==> config.mk <==
export PLATFORM = sky130hd
export DESIGN_NAME = module_bin2bcd_seq_flat
export DESIGN_NICKNAME = d
export VERILOG_FILES = /design/src/rtl/module_bin2bcd_seq_if.sv /design/src/rtl/module_bin2bcd_seq.sv /design/src/flat_wrapper.sv
export SDC_FILE = /design/constraint.sdc
export NUM_CORES = 1
export LEC_CHECK = 0
export BUFFER_PORTS_ARGS = -buffer_cell sky130_fd_sc_hd__buf_2
export CORE_MARGIN = 2
export CORE_UTILIZATION = 60
export CTS_CLUSTER_SIZE = 20
export DETAILED_ROUTE_END_ITERATION = 12
export GPL_TIMING_DRIVEN = 0
export PLACE_DENSITY = 0.83
export SETUP_SLACK_MARGIN = 0.5
export SYNTH_ARGS = -nofsm -noshare
export SYNTH_HDL_FRONTEND = slang
export SYNTH_SLANG_ARGS = --single-unit
==> constraint.sdc <==
create_clock -name clk_10Mhz_i -period 5.85 [get_ports clk_10Mhz_i]
set_clock_uncertainty 0.1 [all_clocks]
set_input_delay 0.585 -clock clk_10Mhz_i [delete_from_list [all_inputs] [get_ports clk_10Mhz_i]]
set_output_delay 0.585 -clock clk_10Mhz_i [all_outputs]
set_load 0.02 [all_outputs]
==> src/rtl/module_bin2bcd_seq_if.sv <==
// Handshake and data bundle between a binary source and the bin2bcd converter.
// The converter takes the slave side; the source/display side takes the master side.
interface module_bin2bcd_seq_if #(
  parameter int unsigned W_BIN    = 27,
  parameter int unsigned N_DIGITS = 8
);
  logic                  start_i;
  logic [W_BIN-1:0]      bin_i;
  logic                  busy_o;
  logic                  done_o;
  logic                  ovf_o;
  logic [4*N_DIGITS-1:0] bcd_o;

  modport master (
    output start_i,
    output bin_i,
    input  busy_o,
    input  done_o,
    input  ovf_o,
    input  bcd_o
  );

  modport slave (
    input  start_i,
    input  bin_i,
    output busy_o,
    output done_o,
    output ovf_o,
    output bcd_o
  );
endinterface

==> src/rtl/module_bin2bcd_seq.sv <==
// Sequential binary-to-packed-BCD converter (double dabble, one bit per clock).
// Results saturate to all-nines with ovf_o set when the input exceeds the display range.
module module_bin2bcd_seq #(
  parameter int unsigned W_BIN    = 27,
  parameter int unsigned N_DIGITS = 8
) (
  input  logic                  clk_10Mhz_i,
  input  logic                  reset_i,
  module_bin2bcd_seq_if.slave   bus
);
  localparam int unsigned BCD_W   = 4 * N_DIGITS;
  localparam int unsigned CNT_W   = (W_BIN > 1) ? $clog2(W_BIN) : 1;
  localparam logic [63:0] MAX_VAL = 64'(10 ** N_DIGITS) - 64'd1;

  typedef enum logic [1:0] {IDLE, SHIFT, DONE} state_t;

  state_t             state_q, state_d;
  logic [W_BIN-1:0]   bin_q, bin_d;
  logic [BCD_W-1:0]   scratch_q, scratch_d;
  logic [BCD_W-1:0]   adj;
  logic [CNT_W-1:0]   cnt_q, cnt_d;
  logic               ovf_flag_q, ovf_flag_d;
  logic [BCD_W-1:0]   bcd_q, bcd_d;
  logic               ovf_q, ovf_d;
  logic               done_q, done_d;

  always_ff @(posedge clk_10Mhz_i or posedge reset_i) begin
    if (reset_i) begin
      state_q    <= IDLE;
      bin_q      <= '0;
      scratch_q  <= '0;
      cnt_q      <= '0;
      ovf_flag_q <= 1'b0;
      bcd_q      <= '0;
      ovf_q      <= 1'b0;
      done_q     <= 1'b0;
    end else begin
      state_q    <= state_d;
      bin_q      <= bin_d;
      scratch_q  <= scratch_d;
      cnt_q      <= cnt_d;
      ovf_flag_q <= ovf_flag_d;
      bcd_q      <= bcd_d;
      ovf_q      <= ovf_d;
      done_q     <= done_d;
    end
  end

  always_comb begin
    state_d    = state_q;
    bin_d      = bin_q;
    scratch_d  = scratch_q;
    cnt_d      = cnt_q;
    ovf_flag_d = ovf_flag_q;
    bcd_d      = bcd_q;
    ovf_d      = ovf_q;
    done_d     = 1'b0;
    adj        = '0;

    // Per-nibble add-3 correction; no carry crosses a nibble boundary.
    for (int unsigned i = 0; i < N_DIGITS; i++) begin
      adj[4*i +: 4] = (scratch_q[4*i +: 4] >= 4'd5) ? scratch_q[4*i +: 4] + 4'd3
                                                    : scratch_q[4*i +: 4];
    end

    case (state_q)
      IDLE: begin
        if (bus.start_i) begin
          bin_d      = bus.bin_i;
          scratch_d  = '0;
          ovf_flag_d = (64'(bus.bin_i) > MAX_VAL);
          cnt_d      = '0;
          state_d    = SHIFT;
        end
      end
      SHIFT: begin
        {scratch_d, bin_d} = {adj, bin_q} << 1;
        cnt_d = cnt_q + CNT_W'(1);
        if (cnt_q == CNT_W'(W_BIN - 1)) state_d = DONE;
      end
      DONE: begin
        // Outputs are registered here, so done_o/bcd_o appear the cycle after DONE.
        bcd_d   = ovf_flag_q ? {N_DIGITS{4'h9}} : scratch_q;
        ovf_d   = ovf_flag_q;
        done_d  = 1'b1;
        state_d = IDLE;
      end
      default: state_d = IDLE;
    endcase
  end

  assign bus.busy_o = (state_q != IDLE);
  assign bus.done_o = done_q;
  assign bus.ovf_o  = ovf_q;
  assign bus.bcd_o  = bcd_q;
endmodule

==> src/flat_wrapper.sv <==
// flat-port wrapper written by rule: the top's interface ports become plain ports
module module_bin2bcd_seq_flat 
#(
  parameter int unsigned W_BIN    = 27,
  parameter int unsigned N_DIGITS = 8
)
  (clk_10Mhz_i, reset_i, bus_start_i, bus_bin_i, bus_busy_o, bus_done_o, bus_ovf_o, bus_bcd_o);
  module_bin2bcd_seq_if #(.W_BIN(W_BIN), .N_DIGITS(N_DIGITS)) bus_i ();
  input  logic clk_10Mhz_i;
  input  logic reset_i;
  input wire logic [$bits(bus_i.start_i)-1:0] bus_start_i;
  input wire logic [$bits(bus_i.bin_i)-1:0] bus_bin_i;
  output wire logic [$bits(bus_i.busy_o)-1:0] bus_busy_o;
  output wire logic [$bits(bus_i.done_o)-1:0] bus_done_o;
  output wire logic [$bits(bus_i.ovf_o)-1:0] bus_ovf_o;
  output wire logic [$bits(bus_i.bcd_o)-1:0] bus_bcd_o;
  assign bus_i.start_i = bus_start_i;
  assign bus_i.bin_i = bus_bin_i;
  assign bus_busy_o = bus_i.busy_o;
  assign bus_done_o = bus_i.done_o;
  assign bus_ovf_o = bus_i.ovf_o;
  assign bus_bcd_o = bus_i.bcd_o;
  module_bin2bcd_seq #(.W_BIN(W_BIN), .N_DIGITS(N_DIGITS)) u_core (.clk_10Mhz_i(clk_10Mhz_i), .reset_i(reset_i), .bus(bus_i));
endmodule
======== Word-level counts from Yosys, hierarchy flattened ========
Index checks and enable logic that the tools add are counted.
storage, ports and cells
  flip-flop bits (word level) ............. 101
  input port bits ......................... 30
  output and inout bits ................... 35
  word-level logic and storage cells ...... 56
cells by class
  $add $sub $neg .......................... 9
  $lt $le $gt $ge ......................... 9
  equal/unequal tests ..................... 5
  multiplexer cells ....................... 19
  reductions and logical operators ........ 6
operators by type and width
  kind                                                  count
  two-way mux 32 bit                                    2
  one-hot mux 32 bit (2 select lines)                   1
  one-hot mux 27 bit (2 select lines)                   1
  >= comparator 4 x 3 -> 1 bit (second input constant)  8
  adder 4 x 2 -> 4 bit (second input constant)          7
  two-way mux 4 bit                                     7
  > comparator 27 bit (second input constant)           1
  two-way mux 27 bit                                    1
  one-hot mux 5 bit (2 select lines)                    1
  AND reduction 2 bit                                   3
  adder 5 x 1 -> 5 bit (second input constant)          1
  == test 5 bit (second input constant)                 1
  two-way mux 5 bit                                     1
  two-way mux 2 bit                                     2
  one-hot mux 2 bit (2 select lines)                    1
  nonzero test 2 bit                                    2
  adder 3 x 2 -> 3 bit (second input constant)          1
  two-way mux 3 bit                                     1
  == test 2 x 1 -> 1 bit (second input constant)        1
  == test 2 bit (second input constant)                 1
  zero test 2 bit                                       1
  != test 2 x 1 -> 1 bit (second input constant)        1
  != test 2 bit (second input constant)                 1
  two-way mux 1 bit                                     1

======== Depth between registers and ports, before layout ========
  word-level depth ........................ 3
  mapped depth ............................ 7
  depth with buffers taken out ............ 6

======== Worst setup path after synthesis ========
Ideal clock, no wire load.
  path kind ............................... input port to flip-flop
  start ................................... in bus_bin_i[11]
  end ..................................... reg u_core.ovf_flag_q
  setup time .............................. 126 ps
  arrival time ............................ 1539 ps
  required time ........................... 5624 ps
  slack ................................... 4085 ps
  cell stages on the path ................. 4
  path buffers ............................ 0
  path through ............................ or4_1 > nor2_1 > o21ai_0 > a221o_1
on the way
  longest elaborated chain between the ends .. 1
RTL lines
  element                 RTL line                  RTL
  start: declaration      flat_wrapper.sv:12        input wire logic [$bits(bus_i.bin_i)-1:0] bus_bin_i;
  > comparator 27 bit     module_bin2bcd_seq.sv:71  ovf_flag_d = (64'(bus.bin_i) > MAX_VAL);
  end signal: assignment  module_bin2bcd_seq.sv:42  ovf_flag_q <= ovf_flag_d;
  end: declaration        module_bin2bcd_seq.sv:22  logic ovf_flag_q, ovf_flag_d;
No other way between the ends.
A chain may end at the register's enable or synchronous reset.

======== Final worst setup path ========
  start ................................... reg u_core.state_q[1]
  end ..................................... out bus_busy_o
on the way
  longest elaborated chain between the ends .. 1
RTL lines
  element                   RTL line                  RTL
  start: declaration        module_bin2bcd_seq.sv:17  state_t state_q, state_d;
  start signal: assignment  module_bin2bcd_seq.sv:38  state_q <= state_d;
  nonzero test 2 bit        module_bin2bcd_seq.sv:92  assign bus.busy_o = (state_q != IDLE);
  end: declaration          flat_wrapper.sv:13        output wire logic [$bits(bus_i.busy_o)-1:0] bus_busy_o;
No other way between the ends.

==> results.sh <==
export IMPL_post_route_cells_drive_above_1_share=0.178
export IMPL_p_int_w=0.00174
export IMPL_multiInputGateArea_um2=1910
export IMPL_holdWs_ns=0.113
export IMPL_design_portCount=65
export IMPL_timing_critical_path_fanout_max=6
export IMPL_fin_area_um2=5320
export IMPL_drt_drc_violations_left=0
export IMPL_worstSetupPathType="reg -> out"
export IMPL_critical_path_arrival_ns=1.27
export IMPL_share_seq_of_total_power=0.395
export IMPL_placedInstanceArea_um2=5120
export IMPL_rr_startpoint="u_core.state_q[1]"
export IMPL_die_area_um2=8450
export IMPL_number_of_antenna_violations_at_the_first_check_in_global_routing=0
export IMPL_synthesis_area_um2=4640
export IMPL_top_layer="met4"
export IMPL_max_slew_margin_rel=0.488
export IMPL_switching_share=0.404
export IMPL_worstMarginPinSlew_ns=0.766
export IMPL_holdBufCountCts=0
export IMPL_clock_root_buffer="sky130_fd_sc_hd__clkbuf_8"
export IMPL_vdd_ir_drop_worst_uv=298
export IMPL_layout_area_overhead_vs_synth_pct=14.6
export IMPL_asyncSetResetFlopFracSynth=1.00
export IMPL_setup_viol_count_final=0
export IMPL_placeable_core_region_um2=7610
export IMPL_cap_violations=0
export IMPL_number_of_placement_rows=32
export IMPL_net_switching_power_w=0.00118
export IMPL_average_wire_per_standard_cell_um=16.0
export IMPL_detail_route_antenna_nets=0
export IMPL_routed_metal_1_wire_length_um=4570
export IMPL_clock_tree_htree_level_count=3
export IMPL_die_h_um=91.9
export IMPL_ctsLongestPathBuffers=2
export IMPL_synth_yosys_seq_area_share=0.545
export IMPL_ff_latch_area_um2=2530
export IMPL_floorplan_initialDensity=0.610
export IMPL_cts_post_setup_buffers_inserted=0
export IMPL_synthesis_nets=514
export IMPL_leakagePower_nw=2.55
export IMPL_hpwlAfterDp_um=7260
export IMPL_final_period_utilization=0.334
export IMPL_p_clk_frac=0.160
export IMPL_end_kind="primary output"
export IMPL_layout_filler_cells=598
export IMPL_route_met3_wl_um=616
export IMPL_synth_area_per_cell_um2=9.96
export IMPL_global_route_overflow_total=0
export IMPL_hold_path_class="in -> async"
export IMPL_rsz0062_at_grt="false"
export IMPL_routed_via_count=3756
export IMPL_final_max_slew_viol_count=0
export IMPL_nets=590
export IMPL_routed_wl_met2_um=4990
export IMPL_setup_tns_ns=0
export IMPL_route_final_wire_length_um=10400
export IMPL_max_freq_mhz=512
export IMPL_final_replace_weighted_congestion=0.887
export IMPL_ys_warnings_count=0
export IMPL_cts_tree="done"
export IMPL_clock_sinks=101
export IMPL_postSynth_topFlopCell="sky130_fd_sc_hd__dfrtp_1"
export IMPL_synthesis_instances=466
export IMPL_post_route_min_period_ns=1.95
export IMPL_yosys_register_bits=101
export IMPL_cts_inserted_buffers=9
export IMPL_first_pass_iters=5
export IMPL_post_cts_resized_instances=0
export IMPL_grt_pass1_vias=3736
export IMPL_share_comb_of_total_power=0.446
export IMPL_critPathLaunchType="flip-flop"
export IMPL_number_of_enable_type_register_cells_in_the_synthesized_netlist=0
export IMPL_buffer_ports_inserted=64
export IMPL_critPathRequiredTime_ns=5.16
export IMPL_report_final_hold_viol_count=0
export IMPL_clk_pin_slew_ns=0.09
export IMPL_powerDensity_nw_per_um2=550
export IMPL_dr_first_iter_drc_count=214
export IMPL_largest_net_degree_at_the_start_of_global_routing=71
export IMPL_grt_pass1_wl_um=17500
export IMPL_synth_distinct_cells=37
export IMPL_critical_path_startpoint="u_core.state_q[1]"
export IMPL_global_route_usage_total=0.263
export IMPL_floorplan_die_width_um=91.9
export IMPL_clock_latency_ns=0.37
export IMPL_outcome="complete, no violations"
export IMPL_num_antenna_cells=0
export IMPL_detail_route_vias_per_cell=5.81
-- metal layers --
metal	global-route usage	up-vias
met2	0.419	144
met1	0.359	1813
li1	-	1783
met3	0.0460	16
met5	0	-
met4	0.112	0
-- power by group through the flow --
stage | Combinational (W) | Clock [W] | Sequential, W
detailed placement | 0.00129 | 0 | 0.00116
finish | 0.00130 | 0.000467 | 0.00115
global placement | 0.00123 | 0 | 0.00114
floorplan | 0.000955 | 0 | 0.00115
CTS | 0.00130 | 0.000473 | 0.00115
global route | 0.00147 | 0.000496 | 0.00118
-- state kept, by name, summed over array words and instances (netlist names) --
signal,cells
u_core.state_q,2
u_core.bus.bcd_o,32
u_core.bus.done_o,1
u_core.bin_q,27
u_core.cnt_q,5
u_core.scratch_q,32
u_core.ovf_flag_q,1
u_core.bus.ovf_o,1
-- metrics by stage --
stage                     total power [W]  std cells   util  setup slack (ns)
after floorplan                   0.00211        466      -              2.52
after global placement            0.00237        632  0.669              1.39
after detailed placement          0.00245        633  0.673              3.76
after CTS                         0.00293        647  0.699              3.89
after global routing              0.00315        647  0.699              3.79
final                             0.00293        647  0.699              3.90
-- Yosys cell counts (2+ instances only) --
cell type / number / area (um^2)
sky130_fd_sc_hd__nor3_1: 2 / 10.0
sky130_fd_sc_hd__buf_6: 2 / 22.5
sky130_fd_sc_hd__clkbuf_1: 12 / 45.0
sky130_fd_sc_hd__o31ai_1: 17 / 128
sky130_fd_sc_hd__nand4_1: 3 / 18.8
sky130_fd_sc_hd__a22o_1: 6 / 52.6
sky130_fd_sc_hd__o22ai_1: 38 / 238
sky130_fd_sc_hd__a21oi_1: 14 / 70.1
sky130_fd_sc_hd__xnor2_1: 8 / 70.1
sky130_fd_sc_hd__nand2b_1: 18 / 113
sky130_fd_sc_hd__xor2_1: 3 / 26.3
sky130_fd_sc_hd__o21ai_0: 39 / 195
sky130_fd_sc_hd__nand3_1: 5 / 25.0
sky130_fd_sc_hd__a32o_1: 8 / 80.1
sky130_fd_sc_hd__buf_2: 8 / 40.0
sky130_fd_sc_hd__o32ai_1: 2 / 17.5
sky130_fd_sc_hd__dfrtp_1: 101 / 2530
sky130_fd_sc_hd__mux2_2: 3 / 33.8
sky130_fd_sc_hd__nor2_1: 70 / 263
sky130_fd_sc_hd__mux2i_1: 6 / 60.1
sky130_fd_sc_hd__nand2_1: 40 / 150
sky130_fd_sc_hd__nor3b_1: 6 / 45.0
sky130_fd_sc_hd__buf_1: 5 / 18.8
sky130_fd_sc_hd__inv_1: 19 / 71.3
sky130_fd_sc_hd__and3_1: 2 / 12.5
sky130_fd_sc_hd__ha_1: 18 / 225
-- cell families (layout without fill, tap and decap cells) --
group,count (synthesis),after routing,share of synthesized area
and+or+nand+nor,155,155,0.151
buffers and inverters,47,126,0.0442
xor gates and xnor gates,11,11,0.0208
adders and majority gates,18,18,0.0485
muxes,9,9,0.0202
DFF,101,101,0.545
AOI/OAI and AO/OA,125,125,0.170
-- area by class of cell --
class                      count  area share
clock inverter                 5      0.0146
multi-input combinational    318       0.359
clock buffer                   9      0.0233
inverter                      19      0.0139
sequential                   101       0.475
timing repair buffer          65      0.0654
tap                          102      0.0240
buffer                        28      0.0252
-- critical path, stage by stage, from the launching register on --
cell,delay [ns]
sky130_fd_sc_hd__dfrtp_1,0.44
sky130_fd_sc_hd__or2_2,0.30
sky130_fd_sc_hd__buf_2,0.16
-- placed cells by master (no fill, tap or decap), drive strengths merged, types with 2 or more instances in the layout --
master    n
dfrtp   101
buf      81
nor2     71
nand2    41
o21ai    39
o22ai    38
clkbuf   21
inv      19
nand2b   18
ha       18
o31ai    17
a21oi    14
xnor2     8
a32o      8
nor3b     6
mux2i     6
a22o      6
nand3     5
mux2      3
xor2      3
nand4     3
nor3      2
o32ai     2
and3      2
clkinv    2
bufinv    2
-- path summary, 6_finish.rpt --
check | to | slack (ns) | cells past startpoint
worst max-delay path | bus_busy_o | 3.90 | 2
worst min register to register | u_core.bus.bcd_o[5] | 0.37 | 2
max in group asynchronous | u_core.bus.bcd_o[29] | 4.87 | 3
min in group clk_10Mhz_i | u_core.bin_q[0] | 0.30 | 3
worst max register to register | u_core.scratch_q[21] | 3.93 | 4
worst min-delay path | u_core.cnt_q[4] | 0.11 | 2
(Power assumes the default switching activity.)
